[config.mk]
export PLATFORM = sky130hd
export DESIGN_NAME = dot_seq
export DESIGN_NICKNAME = d
export VERILOG_FILES = /design/src/rtl/dot_seq.sv
export SDC_FILE = /design/constraint.sdc
export NUM_CORES = 1
export LEC_CHECK = 0
export ABC_CLOCK_PERIOD_IN_PS = 8300
export CAP_MARGIN = 10
export CORE_MARGIN = 5
export CORE_UTILIZATION = 60
export CTS_BUF_LIST = sky130_fd_sc_hd__clkbuf_2 sky130_fd_sc_hd__clkbuf_4 sky130_fd_sc_hd__clkbuf_8
export DETAILED_ROUTE_END_ITERATION = 8
export PLACE_DENSITY = 0.86
export SLEW_MARGIN = 20
export SYNTH_ARGS = -nofsm -noshare
export SYNTH_HDL_FRONTEND = slang
export SYNTH_SLANG_ARGS = --single-unit
[constraint.sdc]
create_clock -name clk -period 8.3 [get_ports clk]
set_input_delay 2.075 -clock clk [delete_from_list [all_inputs] [get_ports clk]]
set_output_delay 2.075 -clock clk [all_outputs]
set_load 0.05 [all_outputs]
[src/rtl/dot_seq.sv]
// Operand sequencer for the Newton-Raphson MAC: streams bank A/B pairs into the MAC and captures the Q8.24 sum.
// Optional macro DOT_CHAIN_EN adds start_acc, which chains a new call onto the MAC's held sum.
module dot_seq #(
  parameter int DW = 32,
  parameter int AW = 3
) (
  input  logic          clk,
  input  logic          rst_n,
  input  logic          wr_en,
  input  logic          wr_bank,
  input  logic [AW-1:0] wr_addr,
  input  logic [DW-1:0] wr_data,
  input  logic          start,
  input  logic [AW:0]   len,
`ifdef DOT_CHAIN_EN
  input  logic          start_acc,
`endif
  output logic          busy,
  output logic          done,
  output logic          err,
  output logic [DW-1:0] result,
  output logic          mac_new,
  output logic [DW-1:0] mac_a,
  output logic [DW-1:0] mac_b,
  input  logic [DW-1:0] mac_p
);

  localparam int unsigned DEPTH = 2**AW;
  localparam logic [AW:0] LEN_MAX = {1'b1, {AW{1'b0}}};
  localparam logic [AW:0] IDX_ONE = {{AW{1'b0}}, 1'b1};

  typedef enum logic [1:0] {IDLE, ISSUE, DRAIN, FIN} state_t;

  state_t        state_q;
  logic [DW-1:0] bank_a_q [DEPTH];
  logic [DW-1:0] bank_b_q [DEPTH];
  logic [AW:0]   len_q;
  logic [AW:0]   idx_q;
  logic          busy_q;
  logic          done_q;
  logic          err_q;
  logic          mac_new_q;
  logic [DW-1:0] mac_a_q;
  logic [DW-1:0] mac_b_q;
  logic [DW-1:0] result_q;
  logic          len_ok;
  logic          first_new;

  assign len_ok = (len != '0) && (len <= LEN_MAX);

`ifdef DOT_CHAIN_EN
  assign first_new = ~start_acc;
`else
  assign first_new = 1'b1;
`endif

  // Banks only change while idle so a running sequence always sees a stable operand set.
  always_ff @(posedge clk) begin
    if (wr_en && (state_q == IDLE)) begin
      if (wr_bank) bank_b_q[wr_addr] <= wr_data;
      else         bank_a_q[wr_addr] <= wr_data;
    end
  end

  always_ff @(posedge clk) begin
    if (!rst_n) begin
      state_q   <= IDLE;
      busy_q    <= 1'b0;
      done_q    <= 1'b0;
      err_q     <= 1'b0;
      mac_new_q <= 1'b0;
      mac_a_q   <= '0;
      mac_b_q   <= '0;
      result_q  <= '0;
    end else begin
      done_q <= 1'b0;
      case (state_q)
        IDLE: begin
          if (start) begin
            if (len_ok) begin
              state_q   <= ISSUE;
              len_q     <= len;
              idx_q     <= IDX_ONE;
              mac_a_q   <= bank_a_q[0];
              mac_b_q   <= bank_b_q[0];
              mac_new_q <= first_new;
              busy_q    <= 1'b1;
              err_q     <= 1'b0;
            end else begin
              state_q  <= FIN;
              err_q    <= 1'b1;
              result_q <= '0;
              done_q   <= 1'b1;
            end
          end
        end
        ISSUE: begin
          mac_new_q <= 1'b0;
          // Zero operands after the last term keep the free-running MAC sum frozen.
          if (idx_q == len_q) begin
            state_q <= DRAIN;
            mac_a_q <= '0;
            mac_b_q <= '0;
          end else begin
            mac_a_q <= bank_a_q[idx_q[AW-1:0]];
            mac_b_q <= bank_b_q[idx_q[AW-1:0]];
            idx_q   <= idx_q + IDX_ONE;
          end
        end
        DRAIN: begin
          result_q <= mac_p;
          done_q   <= 1'b1;
          busy_q   <= 1'b0;
          state_q  <= FIN;
        end
        FIN: begin
          state_q <= IDLE;
        end
        default: begin
          state_q <= IDLE;
        end
      endcase
    end
  end

  assign busy    = busy_q;
  assign done    = done_q;
  assign err     = err_q;
  assign result  = result_q;
  assign mac_new = mac_new_q;
  assign mac_a   = mac_a_q;
  assign mac_b   = mac_b_q;

endmodule

==> flow_metrics.env, run 1 <==
export IMPL_grt_pass1_vias=14300
export IMPL_hpwl_um=30500
export IMPL_seq_area_frac_synth_pct=73.4
export IMPL_timing_final_max_slew_violations=0
export IMPL_clk_pin_slew_worst_paths_ns=0.07
export IMPL_tightest_slew_ns=1.14
export IMPL_crit_arrival_ns=5.18
export IMPL_synth_top_area_share_pct=64.7
export IMPL_post_cts_buffers=0
export IMPL_power_density_mw_per_mm2=305
export IMPL_holdPathStages=2
export IMPL_synthFlopType="edfxtp_1"
export IMPL_cap_violations=0
export IMPL_rr_worst_depth=7
export IMPL_numPortBuffers=175
export IMPL_grt_max_degree=101
export IMPL_cts_tree="built"
export IMPL_netlist_area_mm2=0.0241
export IMPL_hold_path_endpoint="result[3]$_SDFFE_PN0P_"
export IMPL_gp_congestion=0.832
export IMPL_ir_worst_vdd_v=0.000213
export IMPL_synth_edf_count=520
export IMPL_setup_violations=0
export IMPL_hold_ws_ns=0.466
export IMPL_clockBufferDepth=3
export IMPL_crit_fanout=100
export IMPL_core_area_mm2=0.0397
export IMPL_via_count=13800
export IMPL_rsz0062_at_grt="no"
export IMPL_status="finished, final reports clean"
export IMPL_crit_chain="clkdlybuf4s50_1, o31ai_2, a32o_4, buf_4, o21ai_0, a31oi_1"
export IMPL_stdcell_count=2167
export IMPL_required_ns=8.87
export IMPL_area_growth_synth_to_final_pct=18.2
export IMPL_ys_types=41
export IMPL_leakage_nw=9.25
export IMPL_drive_above_1_share_pct=25.4
export IMPL_synth_async_reset_ratio_pct=0
export IMPL_root_buffer="clkbuf_8"
export IMPL_yosysTopAreaCell="edfxtp_1"
export IMPL_start_util_pct=60.8
export IMPL_routed_wl_um=56700
export IMPL_fin_skew_ns=0.0254
export IMPL_yosys_top_cells_area="edfxtp_1, mux4_2, dfxtp_1, mux2_2, nand2_1"
export IMPL_overflow=0
export IMPL_viasPerCell=6.36
export IMPL_clk_latency_ns=0.66
export IMPL_wire_per_inst_um=26.2
export IMPL_drc=0
export IMPL_num_rows=73
export IMPL_htreeDepth=3
export IMPL_reg2reg_to="mac_b[7]$_SDFFE_PN0P_"
export IMPL_drt_initial_drc_count=1569
export IMPL_timing_final_hold_violations=0
export IMPL_rrSetupSlack_ns=4.94
export IMPL_period_needed_ns=4.60
export IMPL_endpoint_kind="flop"
export IMPL_die_x_um=211
export IMPL_grt_usage_pct=25.4
export IMPL_cts_sinks=625
export IMPL_die_area_mm2=0.0443
export IMPL_hp_class="flop to flop"
export IMPL_dr_pass1_iters=8
export IMPL_synth_top_cells_by_count="edfxtp_1, nand2_1, mux4_2, dfxtp_1, o21ai_0"
export IMPL_antenna_found_initial=2
export IMPL_cts_repair_resized=0
export IMPL_slowest_stage="buf_4"
export IMPL_syn_area_per_cell_um2=17.8
export IMPL_ctsHoldBuffers=0
export IMPL_crit_type="input port to flop"
export IMPL_finalSetupTns_ns=0
export IMPL_critPathLaunchType="input port"
export IMPL_r2r_start="state_q[0]$_SDFFE_PN0P_"
export IMPL_slew_limit_headroom_pct=23.9
export IMPL_io_pins=176
export IMPL_cts_buffers=95
export IMPL_power_total_mw=8.70
export IMPL_hp_start="result[3]$_SDFFE_PN0P_"
export IMPL_max_stage_delay_ns=0.88
export IMPL_yosys_cell_count_top_type="edfxtp_1"
export IMPL_fin_crit_sh_pct=55.4
export IMPL_synth_nets=1437
export IMPL_dieHeight_um=211
export IMPL_grt_first_pass_wirelength_um=85200
export IMPL_fmax_mhz=217
export IMPL_dpl_cell_count=1989
export IMPL_yosys_warnings=0
export IMPL_syn_inst=1356
export IMPL_final_nets=1642
export IMPL_synth_seq_cells=625
export IMPL_antenna_left=0
export IMPL_fillers=2305
[flip-flops by register name (all words and copies together), names as in the netlist, named ones only]
signal	flops
mac_a	32
len_q	4
busy	1
bank_a_q	256
bank_b_q	256
state_q	2
mac_b	32
done	1
idx_q	4
mac_new	1
result	32
err	1
[layout by cell type, fill, tap and decap left out, types with 3 or more instances in the layout]
cell type	Yosys	routed
xnor2_1	5	5
a21oi_1	4	4
clkbuf_8	0	108
and4_1	3	3
inv_8	0	3
o211ai_1	33	33
ha_1	5	5
a31oi_1	64	64
o21ai_0	67	67
a21boi_1	5	5
a21boi_0	28	28
edfxtp_1	520	520
mux2_2	64	64
clkdlybuf4s50_1	0	174
inv_1	4	4
bufinv_16	0	3
nor2_4	0	12
nor3_2	0	4
and2_1	3	3
dfxtp_1	105	102
a31o_2	3	3
clkbuf_4	0	40
nand2_1	139	139
nor2_1	19	7
inv_6	0	3
clkinv_2	0	9
mux4_2	128	128
buf_4	0	28
nand3_1	34	34
clkinv_1	0	10
[worst max-delay path by stage]
| stage | from | cells after the start | slack [ns] | to |
|---|---|---|---|---|
| 2_1_floorplan | wr_en | 3 | 3.12 | bank_a_q[0][0]$_DFFE_PP_ |
| 3_3_place_gp | len[1] | 6 | 3.48 | mac_a[27]$_SDFFE_PN0P_ |
| 3_5_place_dp | len[1] | 6 | 3.20 | mac_b[7]$_SDFFE_PN0P_ |
| 4_1_cts | len[1] | 6 | 3.77 | mac_b[7]$_SDFFE_PN0P_ |
| 5_1_grt | len[1] | 6 | 3.60 | mac_b[7]$_SDFFE_PN0P_ |
| 6_report | len[1] | 6 | 3.70 | mac_b[7]$_SDFFE_PN0P_ |
[critical path, delay by kind of cell]
kind	cells	cell delay, ns
compound gates	4	1.63
buf+inv	2	1.36
[layer usage]
layer / GRT usage, % / up-vias / share of wire (%)
met3: 5.39 / 105 / 10
met5: 0 / - / 0.035
li1: - / 5851 / -
met4: 8.56 / 2 / 2.4
met2: 42.3 / 859 / 50
met1: 33.9 / 6970 / 37
[final cells by class]
class	count	area, um2	area share [%]
sequential	625	17700	62.1
timing repair buffer	202	1950	6.84
multi-input combinational	631	6140	21.5
clock inverter	29	249	0.873
tap	525	657	2.30
antenna	1	2.50	0.00877
clock buffer	148	1790	6.26
inverter	6	22.5	0.0789
[stage by stage]
stage          util (%)  cell area, um2  setup WS, ns
4_1_cts            71.8           28500          3.77
6_report           71.8           28500          3.70
5_1_grt            71.8           28500          3.60
2_1_floorplan         -           24100          3.12
3_5_place_dp       66.7           26500          3.20
3_3_place_gp       66.7           26500          3.48
[power breakdown]
group          internal [mW]  switching, mW
Clock                   1.48           1.17
Sequential              3.60          0.200
Combinational          0.863           1.39
Total                   5.94           2.76
[kinds of logic after synthesis]
group                    synth area share (%)
XOR/XNOR                                0.218
AND/OR/NAND/NOR                          3.73
flip-flops                               73.4
adder cells (fa/ha/maj)                 0.259
buffers and inverters                    1.71
AO/OA/AOI/OAI                            5.68
multiplexers                             15.0
Power figures use the tool's default switching activity.
==> inputs of run 2 (changes only) <==
Settings changed: ABC_CLOCK_PERIOD_IN_PS 8300 to 4600.
Clock period 8.3 ns to 4.6 ns, I/O delays scaled along.
==> run 2 against run 1 <==
Total power grew 83%; clock skew grew 0.018 ns; largest cell class unchanged; via count shrank 0.64%; cell area grew 0.87%; global-route usage grew 0.28 points.
==> flow_metrics.env, run 2 (synthesis results as in run 1) <==
export IMPL_start_util_pct=60.8
export IMPL_ctsHoldBuffers=0
export IMPL_globalRouteMet3Util_pct=6.67
export IMPL_setup_violations=0
export IMPL_htreeDepth=3
export IMPL_period_needed_ns=3.13
export IMPL_hold_path_endpoint="result[2]$_SDFFE_PN0P_"
export IMPL_timing_final_max_slew_violations=0
export IMPL_core_area_mm2=0.0397
export IMPL_p_seq_share_pct=43.0
export IMPL_path_buf_inv=1
export IMPL_ir_worst_vdd_v=0.000489
export IMPL_cts_tree="built"
export IMPL_required_ns=3.45
export IMPL_drive_above_1_share_pct=25.3
export IMPL_numPortBuffers=175
export IMPL_gr_usage_met2_pct=42.9
export IMPL_fillers=2197
export IMPL_cts_sinks=625
export IMPL_root_buffer="clkbuf_8"
export IMPL_met1_usage_pct=33.4
export IMPL_rrSetupSlack_ns=1.96
export IMPL_grt_max_degree=97
export IMPL_final_common_cell="edfxtp_1"
export IMPL_power_density_mw_per_mm2=553
export IMPL_p_switching_mw=5.02
export IMPL_fin_skew_ns=0.0438
export IMPL_pwr_share_comb_pct=26.0
export IMPL_overflow=0
export IMPL_grt_pass1_vias=14500
export IMPL_p_int_mw=10.9
export IMPL_hp_class="flop to flop"
export IMPL_multi_input_area_mm2=0.00614
export IMPL_busiest_layer="met2"
export IMPL_worst_slack_ns=1.47
export IMPL_gp_congestion=0.809
export IMPL_grt_first_pass_wirelength_um=85900
export IMPL_via_count=13700
export IMPL_r2r_start="state_q[0]$_SDFFE_PN0P_"
export IMPL_fmax_mhz=319
export IMPL_num_rows=73
export IMPL_netSwitchingFraction_pct=31.5
export IMPL_fin_crit_sh_pct=68.1
export IMPL_clockBufferDepth=3
export IMPL_wire_per_inst_um=26.2
export IMPL_drc=0
export IMPL_clk_pin_slew_worst_paths_ns=0.06
export IMPL_critPathLaunchType="flop"
export IMPL_final_cell_mix="edfxtp_1, clkdlybuf4s50_1, nand2_1"
export IMPL_status="finished, final reports clean"
export IMPL_die_x_um=211
export IMPL_dieHeight_um=211
export IMPL_grt_usage_pct=25.6
export IMPL_endpoint_kind="output pin"
export IMPL_slew_limit_headroom_pct=23.5
export IMPL_tightest_slew_ns=1.15
export IMPL_register_area_mm2=0.0177
export IMPL_crit_fanout=2
export IMPL_drt_initial_drc_count=1542
export IMPL_dr_pass1_iters=6
export IMPL_clk_latency_ns=0.67
export IMPL_clock_power_share_pct=31.0
export IMPL_io_pins=176
export IMPL_holdPathStages=2
export IMPL_crit_chain="clkdlybuf4s50_1"
export IMPL_max_stage_delay_ns=0.87
export IMPL_cts_buffers=94
export IMPL_area_growth_synth_to_final_pct=19.2
export IMPL_leakage_nw=9.34
export IMPL_rr_worst_depth=7
export IMPL_antenna_left=0
export IMPL_cts_repair_resized=0
export IMPL_slowest_stage="clkdlybuf4s50_1"
export IMPL_antenna_found_initial=0
export IMPL_viasPerCell=6.31
export IMPL_top_regs="bank_a_q: 256 flops, bank_b_q: 256 flops"
export IMPL_reg2reg_to="result[20]$_SDFFE_PN0P_"
export IMPL_num_antenna_cells=0
export IMPL_cpLargestDelayFamily="buffers and inverters"
export IMPL_rsz0062_at_grt="no"
export IMPL_routed_wl_um=56800
export IMPL_hpwl_um=31600
export IMPL_crit_type="flop to output pin"
export IMPL_final_nets=1646
export IMPL_hp_start="result[2]$_SDFFE_PN0P_"
export IMPL_crit_arrival_ns=1.98
export IMPL_finalSetupTns_ns=0
export IMPL_cap_violations=0
export IMPL_post_cts_buffers=0
export IMPL_die_area_mm2=0.0443
export IMPL_post_place_ws_ns=0.981
export IMPL_timing_final_hold_violations=0
run 2: changes by cell type in the layout (fill, tap and decap cells not counted), sizes merged, moves of 3 or more:
| cell | before | now |
|---|---|---|
| clkbuf | 148 | 140 |
| buf | 28 | 33 |
| bufinv | 3 | 6 |
| inv | 12 | 8 |
| clkinv | 20 | 27 |
run 2: layout make-up:
| cell class | instances | share of cell area, % |
|---|---|---|
| Inverter | 6 | 0.0782 |
| Clock inverter | 36 | 1.20 |
| Clock buffer | 140 | 6.13 |
| Sequential cell | 625 | 61.6 |
| Tap cell | 525 | 2.28 |
| Multi-Input combinational cell | 631 | 21.3 |
| Timing Repair Buffer | 207 | 7.39 |
run 2: metrics by stage:
| step | instances | power (mW) | hold slack, ns | cell area [um2] | utilization (%) |
|---|---|---|---|---|---|
| 2_1_floorplan | 1356 | 9.68 | 0.455 | 24100 | - |
| 3_3_place_gp | 1994 | 11.0 | 0.452 | 26700 | 67.1 |
| 3_5_place_dp | 1994 | 11.1 | 0.460 | 26700 | 67.1 |
| 4_1_cts | 2170 | 16.0 | 0.468 | 28800 | 72.4 |
| 5_1_grt | 2170 | 16.6 | 0.491 | 28800 | 72.4 |
| 6_report | 2170 | 15.9 | 0.464 | 28800 | 72.4 |
run 2: power groups by stage:
stage,Sequential (mW),Combinational (mW),Clock (mW)
5_1_grt,6.89,4.38,5.28
6_report,6.85,4.14,4.94
2_1_floorplan,7.55,2.13,0
4_1_cts,6.85,4.15,5.00
3_5_place_dp,6.96,4.11,0
3_3_place_gp,6.94,4.01,0
run 2: tightest hold or removal path, cell delays in order (launching register included):
cell	delay [ns]
dfxtp_1	0.30
nand3_1	0.06
a21boi_1	0.05
run 2: worst max path at each step:
stage | from | end | slack [ns] | cells after the start
CTS | mac_b[16]$_SDFFE_PN0P_ | mac_b[16] | 1.44 | 1
finish | mac_a[6]$_SDFFE_PN0P_ | mac_a[6] | 1.47 | 1
detailed placement | len[1] | mac_a[28]$_SDFFE_PN0P_ | 0.98 | 6
floorplan | wr_en | bank_a_q[0][0]$_DFFE_PP_ | 0.35 | 3
global route | mac_b[16]$_SDFFE_PN0P_ | mac_b[16] | 1.38 | 1
global placement | len[1] | mac_a[17]$_SDFFE_PN0P_ | 1.12 | 6
run 2: metal layers:
metal | vias to the layer above | share of wire, %
li1 | 5858 | -
met2 | 850 | 50
met3 | 112 | 11
met4 | 0 | 2.7
met5 | - | 0
met1 | 6879 | 36
==> inputs of run 3 (changes only) <==
Settings changed: ABC_CLOCK_PERIOD_IN_PS 4600 to 2900.
Clock period 4.6 ns to 2.9 ns, I/O delays scaled along.
==> run 3 against run 2 <==
Via count rose by 1.4%; non-clock buffer count rose by 13; cell area rose by 1.0%; clock skew fell by 0.025 ns; sequential power rose by 58%; critical endpoint is now mac_b[15]; largest cell class unchanged; largest power group unchanged.
==> flow_metrics.env, run 3 (synthesis results as in run 1) <==
export IMPL_status="finished, final reports clean"
export IMPL_num_rows=73
export IMPL_setup_violations=0
export IMPL_reg2reg_to="bank_a_q[0][29]$_DFFE_PP_"
export IMPL_fin_crit_sh_pct=92.6
export IMPL_ir_worst_vdd_v=0.000649
export IMPL_cts_tree="built"
export IMPL_path_buf_inv=1
export IMPL_die_area_mm2=0.0443
export IMPL_crit_fanout=2
export IMPL_drive_above_1_share_pct=26.0
export IMPL_fillers=2171
export IMPL_cts_repair_resized=0
export IMPL_root_buffer="clkbuf_8"
export IMPL_dr_pass1_iters=5
export IMPL_clockBufferDepth=3
export IMPL_critPathLaunchType="flop"
export IMPL_gp_congestion=0.836
export IMPL_fmax_mhz=372
export IMPL_timing_final_max_slew_violations=0
export IMPL_hold_path_endpoint="result[8]$_SDFFE_PN0P_"
export IMPL_finalInstanceArea_mm2=0.0291
export IMPL_cts_sinks=625
export IMPL_numPortBuffers=175
export IMPL_die_x_um=211
export IMPL_grt_usage_pct=26.0
export IMPL_via_count=13900
export IMPL_post_dp_cell_area_mm2=0.0270
export IMPL_leakage_nw=9.45
export IMPL_top_regs="bank_a_q: 256 flops, bank_b_q: 256 flops"
export IMPL_io_pins=176
export IMPL_power_density_mw_per_mm2=871
export IMPL_routed_wl_um=57500
export IMPL_finalSetupTns_ns=0
export IMPL_required_ns=2.17
export IMPL_timing_final_hold_violations=0
export IMPL_cpLargestDelayFamily="buffers and inverters"
export IMPL_rsz0062_at_grt="no"
export IMPL_rr_worst_depth=6
export IMPL_period_needed_ns=2.69
export IMPL_start_util_pct=60.8
export IMPL_grt_pass1_vias=14400
export IMPL_slowest_stage="clkdlybuf4s50_1"
export IMPL_antenna_found_initial=3
export IMPL_slew_limit_headroom_pct=55.9
export IMPL_crit_chain="clkdlybuf4s50_1"
export IMPL_tightest_slew_ns=0.659
export IMPL_drt_initial_drc_count=1681
export IMPL_grt_first_pass_wirelength_um=86700
export IMPL_endpoint_kind="output pin"
export IMPL_stdcell_count=2186
export IMPL_ctsHoldBuffers=0
export IMPL_grt_max_degree=86
export IMPL_clk_pin_slew_worst_paths_ns=0.07
export IMPL_crit_arrival_ns=1.96
export IMPL_htreeDepth=3
export IMPL_final_nets=1659
export IMPL_core_area_mm2=0.0397
export IMPL_holdPathStages=2
export IMPL_final_cell_mix="edfxtp_1, clkdlybuf4s50_1, nand2_1"
export IMPL_area_growth_synth_to_final_pct=20.5
export IMPL_cts_buffers=94
export IMPL_final_common_cell="edfxtp_1"
export IMPL_hpwl_um=31100
export IMPL_drc=0
export IMPL_crit_type="flop to output pin"
export IMPL_cap_violations=0
export IMPL_r2r_start="state_q[0]$_SDFFE_PN0P_"
export IMPL_antenna_left=0
export IMPL_fin_skew_ns=0.0187
export IMPL_wire_per_inst_um=26.3
export IMPL_viasPerCell=6.36
export IMPL_max_stage_delay_ns=0.86
export IMPL_dieHeight_um=211
export IMPL_dpl_cell_count=2007
export IMPL_hp_start="result[8]$_SDFFE_PN0P_"
export IMPL_hp_class="flop to flop"
export IMPL_overflow=0
export IMPL_clk_latency_ns=0.65
export IMPL_post_cts_buffers=0
export IMPL_rrSetupSlack_ns=0.51
run 3: cell count changes in the layout (fill, tap and decap cells not counted), sizes merged:
cell and delta:
buf +13, diode +2, clkinv +2, inv +1
clkbuf -2
run 3: through the flow:
| stage | setup slack (ns) | hold slack (ns) | utilization (%) | power [mW] |
|---|---|---|---|---|
| 4_1_cts | 0.187 | 0.429 | 73.2 | 25.4 |
| 2_1_floorplan | -0.0712 | 0.455 | - | 15.4 |
| 3_5_place_dp | 0.0142 | 0.465 | 67.9 | 17.7 |
| 3_3_place_gp | 0.0915 | 0.452 | 67.9 | 17.5 |
| 6_report | 0.214 | 0.470 | 73.2 | 25.3 |
| 5_1_grt | 0.154 | 0.460 | 73.2 | 26.3 |
run 3: area by class of cell:
cell class	count	area (um2)	area share, %
inverters	6	22.5	0.0774
clock buffers	138	1730	5.95
multi-input cells	631	6170	21.2
repair buffers	220	2410	8.29
flip-flops and latches	625	17700	61.0
clock inverters	39	363	1.25
well taps	525	657	2.26
diodes	2	5.00	0.0172
run 3: power breakdown:
group          switching [mW]  total (mW)  internal (mW)  leakage (nW)
Combinational            4.13        6.76           2.63          2.79
Clock                    3.38        7.78           4.40          1.11
Sequential              0.477        10.8           10.3          5.55
Total                    7.99        25.3           17.3          9.45
run 3: worst max-delay path by stage:
stage / end / startpoint / cells after the start / slack, ns
after floorplan: bank_a_q[4][0]$_DFFE_PP_ / wr_en / 3 / -0.07
after global placement: mac_a[31]$_SDFFE_PN0P_ / len[1] / 6 / 0.09
after detailed placement: mac_b[9]$_SDFFE_PN0P_ / len[1] / 6 / 0.01
after CTS: mac_b[15] / mac_b[15]$_SDFFE_PN0P_ / 1 / 0.19
after global routing: mac_b[15] / mac_b[15]$_SDFFE_PN0P_ / 1 / 0.15
final: mac_b[15] / mac_b[15]$_SDFFE_PN0P_ / 1 / 0.21
run 3: worst reg2reg max path, stage by stage (launching register included):
cell	delay (ns)
dfxtp_1	0.32
inv_1	0.12
ha_1	0.42
nand2_1	0.15
or3_1	0.52
nor3_4	0.22
buf_12	0.28
run 3: routing by layer:
metal,routed length (um),share of wire [%],vias to the layer above,global-route usage (%)
met5,21,0.037,-,0
met4,1840,3.2,4,9.05
met1,21300,37,6984,35.5
met2,28200,49,870,41.7
met3,6070,11,148,6.53
li1,-,-,5891,-
